### src/rtl/riscv_pkg.sv
// Shared encodings for the RV32 pipeline: ALU ops, writeback source, forwarding selects.
package riscv_pkg;

  typedef enum logic [2:0] {
    ALU_ADD = 3'b000,
    ALU_SUB = 3'b001,
    ALU_AND = 3'b010,
    ALU_OR  = 3'b011,
    ALU_LUI = 3'b100,
    ALU_SLT = 3'b101,
    ALU_SLL = 3'b110
  } alu_op_e;

  typedef enum logic [1:0] {
    RES_ALU  = 2'b00,
    RES_LOAD = 2'b01,
    RES_PC4  = 2'b10
  } result_src_e;

  localparam int REG_X0 = 0;

  localparam logic [1:0] FWD_REG = 2'b00;
  localparam logic [1:0] FWD_WB  = 2'b01;
  localparam logic [1:0] FWD_MEM = 2'b10;

endpackage

### src/rtl/forward_unit.sv
// RAW forwarding select generation for the execute stage; MEM wins over WB, x0 never forwards.
module forward_unit
  import riscv_pkg::*;
#(
  parameter int REG_ADDR_W = 5
) (
  input  logic [REG_ADDR_W-1:0] rs1_e,
  input  logic [REG_ADDR_W-1:0] rs2_e,
  input  logic [REG_ADDR_W-1:0] rd_m,
  input  logic                  reg_write_m,
  input  logic [REG_ADDR_W-1:0] rd_w,
  input  logic                  reg_write_w,
  output logic [1:0]            forward_a,
  output logic [1:0]            forward_b
);

  function automatic logic [1:0] fwd_sel(input logic [REG_ADDR_W-1:0] rs);
    if (reg_write_m && (rd_m != REG_ADDR_W'(REG_X0)) && (rd_m == rs))
      return FWD_MEM;
    else if (reg_write_w && (rd_w != REG_ADDR_W'(REG_X0)) && (rd_w == rs))
      return FWD_WB;
    else
      return FWD_REG;
  endfunction

  always_comb begin
    forward_a = fwd_sel(rs1_e);
    forward_b = fwd_sel(rs2_e);
  end

endmodule

### src/rtl/id_ex_stage.sv
// ID/EX pipeline register with load-use stall, bubble insertion, bubble counter
// and the forwarded operand muxes feeding the ALU.
module id_ex_stage
  import riscv_pkg::*;
#(
  parameter int DATA_WIDTH = 32,
  parameter int REG_ADDR_W = 5,
  parameter int CNT_W      = 16
) (
  input  logic                  clk_i,
  input  logic                  rst_i,
  input  logic                  Valid_D_i,
  input  logic [DATA_WIDTH-1:0] RD1_D_i,
  input  logic [DATA_WIDTH-1:0] RD2_D_i,
  input  logic [REG_ADDR_W-1:0] Rs1_D_i,
  input  logic [REG_ADDR_W-1:0] Rs2_D_i,
  input  logic [REG_ADDR_W-1:0] Rd_D_i,
  input  logic [DATA_WIDTH-1:0] ImmExt_D_i,
  input  logic [DATA_WIDTH-1:0] PC_D_i,
  input  logic [2:0]            ALUControl_D_i,
  input  logic                  ALUSrc_D_i,
  input  logic                  RegWrite_D_i,
  input  logic                  MemWrite_D_i,
  input  logic [1:0]            ResultSrc_D_i,
  input  logic                  Branch_D_i,
  input  logic                  Jump_D_i,
  input  logic                  RegWrite_M_i,
  input  logic [REG_ADDR_W-1:0] Rd_M_i,
  input  logic [DATA_WIDTH-1:0] ALUResult_M_i,
  input  logic                  RegWrite_W_i,
  input  logic [REG_ADDR_W-1:0] Rd_W_i,
  input  logic [DATA_WIDTH-1:0] Result_W_i,
  input  logic                  Flush_E_i,
  output logic [DATA_WIDTH-1:0] SrcA_o,
  output logic [DATA_WIDTH-1:0] SrcB_o,
  output logic [2:0]            ALUControl_o,
  output logic [DATA_WIDTH-1:0] WriteData_E_o,
  output logic [REG_ADDR_W-1:0] Rd_E_o,
  output logic [DATA_WIDTH-1:0] PC_E_o,
  output logic [DATA_WIDTH-1:0] ImmExt_E_o,
  output logic                  RegWrite_E_o,
  output logic                  MemWrite_E_o,
  output logic [1:0]            ResultSrc_E_o,
  output logic                  Branch_E_o,
  output logic                  Jump_E_o,
  output logic                  Valid_E_o,
  output logic                  Stall_D_o,
  output logic [CNT_W-1:0]      BubbleCnt_o
);

  logic [DATA_WIDTH-1:0] rd1_p1, rd2_p1, imm_p1, pc_p1;
  logic [REG_ADDR_W-1:0] rs1_p1, rs2_p1, rd_p1;
  logic [2:0]            alu_ctrl_p1;
  logic                  alu_src_p1, reg_write_p1, mem_write_p1;
  logic [1:0]            result_src_p1;
  logic                  branch_p1, jump_p1, vld_p1;
  logic [CNT_W-1:0]      bubble_cnt;
  logic                  load_use, bubble;
  logic [1:0]            forward_a, forward_b;
  logic [DATA_WIDTH-1:0] fwd_a, fwd_b;

  function automatic logic [CNT_W-1:0] sat_inc(input logic [CNT_W-1:0] v);
    return (&v) ? v : v + 1'b1;
  endfunction

  // A load in E whose rd feeds the instruction in D cannot be forwarded in time.
  always_comb begin
    load_use = Valid_D_i && vld_p1 && reg_write_p1
             && (result_src_p1 == RES_LOAD)
             && (rd_p1 != REG_ADDR_W'(REG_X0))
             && ((rd_p1 == Rs1_D_i) || (rd_p1 == Rs2_D_i));
    bubble   = load_use || Flush_E_i;
  end

  // ---- stage boundary: D -> E ----
  always_ff @(posedge clk_i or posedge rst_i) begin
    if (rst_i) begin
      rd1_p1        <= '0;
      rd2_p1        <= '0;
      imm_p1        <= '0;
      pc_p1         <= '0;
      rs1_p1        <= '0;
      rs2_p1        <= '0;
      rd_p1         <= '0;
      alu_ctrl_p1   <= ALU_ADD;
      alu_src_p1    <= 1'b0;
      reg_write_p1  <= 1'b0;
      mem_write_p1  <= 1'b0;
      result_src_p1 <= RES_ALU;
      branch_p1     <= 1'b0;
      jump_p1       <= 1'b0;
      vld_p1        <= 1'b0;
      bubble_cnt    <= '0;
    end else if (bubble) begin
      rd1_p1        <= '0;
      rd2_p1        <= '0;
      imm_p1        <= '0;
      pc_p1         <= '0;
      rs1_p1        <= '0;
      rs2_p1        <= '0;
      rd_p1         <= '0;
      alu_ctrl_p1   <= ALU_ADD;
      alu_src_p1    <= 1'b0;
      reg_write_p1  <= 1'b0;
      mem_write_p1  <= 1'b0;
      result_src_p1 <= RES_ALU;
      branch_p1     <= 1'b0;
      jump_p1       <= 1'b0;
      vld_p1        <= 1'b0;
      bubble_cnt    <= sat_inc(bubble_cnt);
    end else begin
      rd1_p1        <= RD1_D_i;
      rd2_p1        <= RD2_D_i;
      imm_p1        <= ImmExt_D_i;
      pc_p1         <= PC_D_i;
      rs1_p1        <= Rs1_D_i;
      rs2_p1        <= Rs2_D_i;
      rd_p1         <= Rd_D_i;
      // An empty decode slot enters E as a NOP: data may flow, controls may not.
      alu_ctrl_p1   <= Valid_D_i ? ALUControl_D_i : ALU_ADD;
      alu_src_p1    <= Valid_D_i && ALUSrc_D_i;
      reg_write_p1  <= Valid_D_i && RegWrite_D_i;
      mem_write_p1  <= Valid_D_i && MemWrite_D_i;
      result_src_p1 <= Valid_D_i ? ResultSrc_D_i : RES_ALU;
      branch_p1     <= Valid_D_i && Branch_D_i;
      jump_p1       <= Valid_D_i && Jump_D_i;
      vld_p1        <= Valid_D_i;
    end
  end

  forward_unit #(
    .REG_ADDR_W(REG_ADDR_W)
  ) u_forward_unit (
    .rs1_e       (rs1_p1),
    .rs2_e       (rs2_p1),
    .rd_m        (Rd_M_i),
    .reg_write_m (RegWrite_M_i),
    .rd_w        (Rd_W_i),
    .reg_write_w (RegWrite_W_i),
    .forward_a   (forward_a),
    .forward_b   (forward_b)
  );

  // ---- stage boundary: E operand select -> ALU ----
  always_comb begin
    case (forward_a)
      FWD_MEM: fwd_a = ALUResult_M_i;
      FWD_WB:  fwd_a = Result_W_i;
      default: fwd_a = rd1_p1;
    endcase
    case (forward_b)
      FWD_MEM: fwd_b = ALUResult_M_i;
      FWD_WB:  fwd_b = Result_W_i;
      default: fwd_b = rd2_p1;
    endcase
  end

  assign SrcA_o        = fwd_a;
  assign SrcB_o        = alu_src_p1 ? imm_p1 : fwd_b;
  assign WriteData_E_o = fwd_b;
  assign ALUControl_o  = alu_ctrl_p1;
  assign Rd_E_o        = rd_p1;
  assign PC_E_o        = pc_p1;
  assign ImmExt_E_o    = imm_p1;
  assign RegWrite_E_o  = reg_write_p1;
  assign MemWrite_E_o  = mem_write_p1;
  assign ResultSrc_E_o = result_src_p1;
  assign Branch_E_o    = branch_p1;
  assign Jump_E_o      = jump_p1;
  assign Valid_E_o     = vld_p1;
  assign Stall_D_o     = load_use;
  assign BubbleCnt_o   = bubble_cnt;

endmodule

### config.mk
export PLATFORM = sky130hd
export DESIGN_NAME = id_ex_stage
export DESIGN_NICKNAME = d
export VERILOG_FILES = /design/src/rtl/riscv_pkg.sv /design/src/rtl/forward_unit.sv /design/src/rtl/id_ex_stage.sv
export SDC_FILE = /design/constraint.sdc
export NUM_CORES = 1
export LEC_CHECK = 0
export BUFFER_PORTS_ARGS = -buffer_cell sky130_fd_sc_hd__buf_4
export CAP_MARGIN = 20
export CORE_AREA = 4 4 165 167
export CTS_CLUSTER_DIAMETER = 200
export DETAILED_ROUTE_END_ITERATION = 8
export DIE_AREA = 0 0 169 171
export MAX_ROUTING_LAYER = met4
export PLACE_DENSITY = 0.69
export REMOVE_ABC_BUFFERS = 1
export SETUP_SLACK_MARGIN = 0.2
export SLEW_MARGIN = 10
export SYNTH_ARGS = -nofsm -noshare
export SYNTH_HDL_FRONTEND = slang
export SYNTH_SLANG_ARGS = --single-unit
### constraint.sdc
create_clock -name clk_i -period 6.37 [get_ports clk_i]
set_clock_uncertainty 0.2 [all_clocks]
set_input_delay 1.274 -clock clk_i [delete_from_list [all_inputs] [get_ports clk_i]]
set_output_delay 1.274 -clock clk_i [all_outputs]
set_load 0.05 [all_outputs]
; Word-level counts from Yosys, hierarchy flattened
; Index checks and enable logic that the tools add are counted.
[totals]
input_bits = 233
out_inout_bits = 192
ff_bits = 170
[classes]
n_eq_ne = 11
bitwise_logic = 1
n_reduce_logical = 23
mux = 24
n_addsub = 1
[op_table]
columns = operator, count
row1 = $mux 32, 5
row2 = $pmux 32 s2, 2
row3 = $eq 5x5->1, 6
row4 = $add 16x1->16 const B, 1
row5 = $logic_and 1x1->1, 16
row6 = $reduce_and 16->1, 1
row7 = $mux 5, 3
row8 = $reduce_bool 5->1, 3
row9 = $mux 1, 8
row10 = $mux 2, 4
row11 = $eq 2x1->1 const B, 3
row12 = $mux 3, 2
row13 = $eq 2x2->1 const B, 2
row14 = $logic_or 1x1->1, 2
row15 = $reduce_and 2->1, 1
row16 = $not 1->1, 1

; Depth between registers and ports, before layout
[depth]
word_depth = 8
ltp_mapped = 8

; Modules after synthesis
; Synthesis repeated with hierarchy kept, for this count alone.
[unflattened]
cells_unflattened = 722
area_unflattened_um2 = 7757.4
[modules_own_cells]
columns = mod, area_each_um2, seq_area_each_um2, cells_per_inst, n_inst
row1 = id_ex_stage, 7499.7, 4254.1, 688, 1
row2 = forward_unit, 257.7, 0.0, 34, 1

; Worst setup path before layout
; OpenSTA, ideal clock, no wires.
[synth_path]
path_kind = input to output
start = input Rd_W_i[0]
end = output SrcA_o[0]
path_slack_ns = 1.392
cell_stages = 6
arrival_time_ns = 3.504
cell_sequence = or4_1 > o21ai_2 > nor4_2 > buf_2 > mux2i_1 > o21ai_0
[synth_via]
elab_chain_cells = 7
word_cells_on_any_way = 9
classes_between = eq/ne (3) / mux (3) / reduce/logical (3)
[synth_lines]
columns = element, line
row1 = start: declaration, id_ex_stage.sv:31  ; input logic [REG_ADDR_W-1:0] Rd_W_i,
row2 = $reduce_bool 5->1, forward_unit.sv:20  ; else if (reg_write_w && (rd_w != REG_ADDR_W'(REG_X0)) && (rd_w == rs))
row3 = $logic_and 1x1->1, forward_unit.sv:20
row4 = $logic_and 1x1->1 *, forward_unit.sv:20
row5 = $mux 1 *, forward_unit.sv:20
row6 = $mux 2 *, forward_unit.sv:18  ; if (reg_write_m && (rd_m != REG_ADDR_W'(REG_X0)) && (rd_m == rs))
row7 = $eq 2x1->1 / $eq 2x2->1 (equally long branches), id_ex_stage.sv:146  ; case (forward_a)
row8 = $pmux 32 s2 *, id_ex_stage.sv:146
row9 = end: declaration, id_ex_stage.sv:34  ; output logic [DATA_WIDTH-1:0] SrcA_o,
; Every way passes the cells marked *; elsewhere a longest branch is shown, timed or not.

; Worst setup path in the final report
[layout_path]
start = input Rd_M_i[0]
end = output SrcB_o[1]
[layout_via]
elab_chain_cells = 7
word_cells_on_any_way = 9
classes_between = eq/ne (3) / mux (3) / reduce/logical (3)
[layout_lines]
columns = element, line
row1 = start: declaration, id_ex_stage.sv:28  ; input logic [REG_ADDR_W-1:0] Rd_M_i,
row2 = $reduce_bool 5->1, forward_unit.sv:18
row3 = $logic_and 1x1->1, forward_unit.sv:18
row4 = $logic_and 1x1->1 *, forward_unit.sv:18
row5 = $mux 2 *, forward_unit.sv:18
row6 = $eq 2x1->1 / $eq 2x2->1 (equally long branches), id_ex_stage.sv:151  ; case (forward_b)
row7 = $pmux 32 s2 *, id_ex_stage.sv:151
row8 = $mux 32 *, id_ex_stage.sv:159  ; assign SrcB_o = alu_src_p1 ? imm_p1 : fwd_b;
row9 = end: declaration, id_ex_stage.sv:35  ; output logic [DATA_WIDTH-1:0] SrcB_o,
; Marked as above.

==> results.tsv <==
stage	metric	value	unit
worst_setup_path	CP Data Arrival Time	3.91	ns
worst_setup_path	crit start category	input pin	
global_route	first-pass GRT wire length	40420	um
job	Max-cap violations	0	
timing	Fin Hold WS	0.3033	ns
finish	fin area	11810	um2
finish	nets	1304	
clocking	CTS root buffer	clkbuf_16	
timing	period utilization	84.44	%
power	Leak	5.836	nW
timing	Slew headroom	29.53	%
clocking	CTS tree	built	
die	Rows	59	
die	Initial Util	30.07	%
worst_setup_path	critical path class	input pin to primary output	
drt	length of the first detailed-routing pass in iterations	5	
clocking	clk sinks	170	
yosys	Synth Area in Compound Gates	7.075	%
clocking	Hold-fix buffers, CTS	0	
finish	layout cells sized above 1	49.31	%
clocking	clock slew at the register clock pins of the worst setup and hold paths	0.08	ns
yosys	Synth Cell Area	7746	um2
global_route	initial antenna violation count	2	
power	switching share of power	35.27	%
yosys	mean area per synthesized cell	11.68	um2
yosys	simple-gate share of the synthesized area	20.76	%
placement	gpl congestion	0.8738	
power	clock power share	34.2	%
global_route	vias in the first global route	6990	
timing	setup ws final	0.9909	ns
timing	# setup viols final	0	
placement	Cell Area, Placed	11210	um2
power	pwr/cell area	259.1	nW/um2
clocking	post-CTS setup buffer count	0	
timing	min Tclk post-route	5.379	ns
drt	vias per inst	4.614	
drt	initial drt markers	361	
drt	DRC Markers	0	
clocking	clk_lat worst skew	0.43	ns
yosys	largest family of logic cells by synthesized area	simple AND/OR/NAND/NOR gates	
worst_setup_path	critical path cell sequence	buf_4 -> or4_1 -> o21ai_2 -> nor4_4 -> nor2_4 -> a221o_2 -> mux2_2 -> buf_4	
worst_setup_path	slowest CP cell	nor4_4	
clocking	deepest clock path buffer count	2	
yosys	xor/xnor cell area share of the yosys netlist	4.862	%
yosys	number of synthesized register bits	170	
timing	FMAX	0.1859	GHz
die	num ports	425	
drt	WL per Instance	19.24	um
worst_setup_path	worst r2r path cells	5	
power	Pint	1.981	mW
clocking	depth of the CTS H-tree	4	
drt	Post-Route WL	27320	um
worst_setup_path	CP max FO	32	
placement	hpwl dp	20950	um
yosys	sequential share of the synthesized area	54.92	%
power	Logic pwr share	26.4	%
die	Die Y	171	um
drt	via count	6552	
global_route	largest net degree at the start of global routing	93	
yosys	adder-cell area share of the yosys netlist	0.1615	%
placement	dpl ws	0.9134	ns
power	Reg power frac	39.4	%
die	Die W	169	um
yosys	Ys Warns	0	
clocking	CTS resizes	0	
timing	Fin. Hold Viols	0	
worst_setup_path	Worst setup EP type	primary output	
global_route	gr usage total	18.85	%
die	Core Region	25760	um2
power	Overall Power	3.060	mW
clocking	CTS buffer count	17	
die	die area	28900	um2
yosys	post-synthesis mux area share	9.207	%
yosys	Yosys cell types	40	
placement	I/O Buffers	424	
drt	Routed Antenna Nets	0	
global_route	gr ovfl total	0	
finish	filler cell count in the final layout	2456	
status	status	complete, no violations	
power	Net Sw Power	1.079	mW
worst_setup_path	CP most frequent cell	buf_4	
hold_path	hold crit path type	flip-flop to flip-flop	
worst_setup_path	Critical Path RT	4.90	ns
hold_path	worst hold path cell count	1	
timing	setup TNS	0	ns
timing	Final Max Slew Viols	0	
worst_setup_path	Critical Path Max Stage Delay	0.92	ns
power	worst-case vdd ir drop	0.1889	mV
finish	Area Overhead vs Synth	52.48	%
yosys	Cells after Synth	663	
timing	RSZ-0062 raised after global routing	false	
timing	Worst Max-Slew Pin Slew	1.049	ns
## routing by layer
metal	share of wire [%]	vias up	track usage, %
met2	49	308	31.77
met3	9.7	34	6.793
li1	-	3055	-
met5	0	-	-
met1	38	3155	20.94
met4	2.5	0	6.090
## worst paths after layout
kind                                      from              to  slack, ns
worst min register to register  BubbleCnt_o[4]  BubbleCnt_o[4]       0.30
min in group asynchronous                rst_i       PC_E_o[5]       0.79
worst min-delay path            BubbleCnt_o[4]  BubbleCnt_o[4]       0.30
worst max-delay path                 Rd_M_i[0]       SrcB_o[1]       0.99
max in group asynchronous                rst_i      rd1_p1[19]       3.86
worst max register to register       Rd_E_o[1]       PC_E_o[3]       3.20
## layout make-up
| cell class | count | area, um2 | share of cell area (%) |
|---|---|---|---|
| Antenna cell | 2 | 5.005 | 0.04237 |
| Clock buffer | 17 | 425.4 | 3.602 |
| Clock inverter | 15 | 168.9 | 1.430 |
| Inverter | 3 | 16.27 | 0.1377 |
| Multi-Input combinational cell | 447 | 3286 | 27.82 |
| Sequential cell | 170 | 4255 | 36.03 |
| Tap cell | 335 | 419.2 | 3.549 |
| Timing Repair Buffer | 431 | 3236 | 27.39 |
## state kept, by name, indices dropped and copies added, names as in the netlist, 2 cells and up
register and flops:
rs2_p1 5, BubbleCnt_o 16, ResultSrc_E_o 2, rd2_p1 32, ALUControl_o 3, rs1_p1 5
ImmExt_E_o 32, PC_E_o 32, Rd_E_o 5, rd1_p1 32
## cells in the final DEF, fill, tap and decap left out, types with 6 or more instances in the layout
cell type / n
nor2_1: 6
inv_8: 7
nand3_1: 7
mux2_2: 34
nand4_1: 6
a221o_1: 30
nand2_1: 37
dfrtp_1: 169
buf_4: 431
and2_2: 24
clkbuf_16: 17
and3_1: 17
xnor2_1: 24
o21ai_0: 32
mux2i_1: 33
and2_1: 153
xor2_1: 19
## metrics by stage
step           util, %  instances
2_1_floorplan        -        620
3_3_place_gp     43.52       1386
3_5_place_dp     43.52       1386
4_1_cts          45.83       1418
5_1_grt          45.85       1420
6_report         45.85       1420
## synthesized netlist by cell type
| cell type | count | area (um2) |
|---|---|---|
| dfrtp_1 | 170 | 4254 |
| and2_1 | 153 | 957.2 |
| nand2_1 | 37 | 138.9 |
| mux2_2 | 34 | 382.9 |
| mux2i_1 | 33 | 330.3 |
| o21ai_0 | 32 | 160.2 |
| a221o_1 | 30 | 300.3 |
| clkbuf_1 | 26 | 97.59 |
| and2_2 | 24 | 180.2 |
| xnor2_1 | 24 | 210.2 |
| xor2_1 | 19 | 166.4 |
| and3_1 | 17 | 106.4 |
| nand3_1 | 7 | 35.03 |
| buf_2 | 6 | 30.03 |
| nand4_1 | 6 | 37.54 |
| nor2_1 | 6 | 22.52 |
| buf_4 | 3 | 22.52 |
| buf_6 | 3 | 33.78 |
| dlygate4sd1_1 | 3 | 26.28 |
| inv_1 | 3 | 11.26 |
| or4_1 | 3 | 22.52 |
| a221o_2 | 2 | 22.52 |
| a41o_1 | 2 | 20.02 |
| nor3_1 | 2 | 10.01 |
| nor4_2 | 2 | 25.02 |
| o21ai_2 | 2 | 17.52 |
| a22oi_1 | 1 | 7.510 |
| and4_1 | 1 | 8.760 |
| and4b_1 | 1 | 10.01 |
| clkbuf_2 | 1 | 5.000 |
| clkbuf_4 | 1 | 7.510 |
| ha_1 | 1 | 12.51 |
| nand2b_1 | 1 | 6.260 |
| nor2_2 | 1 | 6.260 |
| nor2b_4 | 1 | 13.76 |
| nor4_1 | 1 | 6.260 |
| nor4_4 | 1 | 21.27 |
| o211ai_1 | 1 | 7.510 |
| o21a_1 | 1 | 7.510 |
| o21ai_1 | 1 | 5.000 |
## power groups by stage
| stage | logic [mW] | registers (mW) | clock network [mW] |
|---|---|---|---|
| after floorplan | 0.334 | 1.37 | 0 |
| after global placement | 0.812 | 1.23 | 0 |
| after detailed placement | 0.818 | 1.23 | 0 |
| after CTS | 0.819 | 1.21 | 1.09 |
| after global routing | 0.855 | 1.21 | 1.13 |
| final | 0.808 | 1.20 | 1.05 |
## kinds of logic after synthesis
logic type,Yosys count
AND/OR/NAND/NOR,264
flip-flops,170
AO/OA/AOI/OAI,72
multiplexers,67
buffers and inverters,46
XOR/XNOR,43
adder cells (fa/ha/maj),1
## worst max-delay path: cells and delay by family
family                 cells  cell delay [ns]
buffers and inverters      2             0.30
AND/OR/NAND/NOR            3             1.43
AO/OA/AOI/OAI              2             0.61
multiplexers               1             0.26
Power figures use the tool's default switching activity.
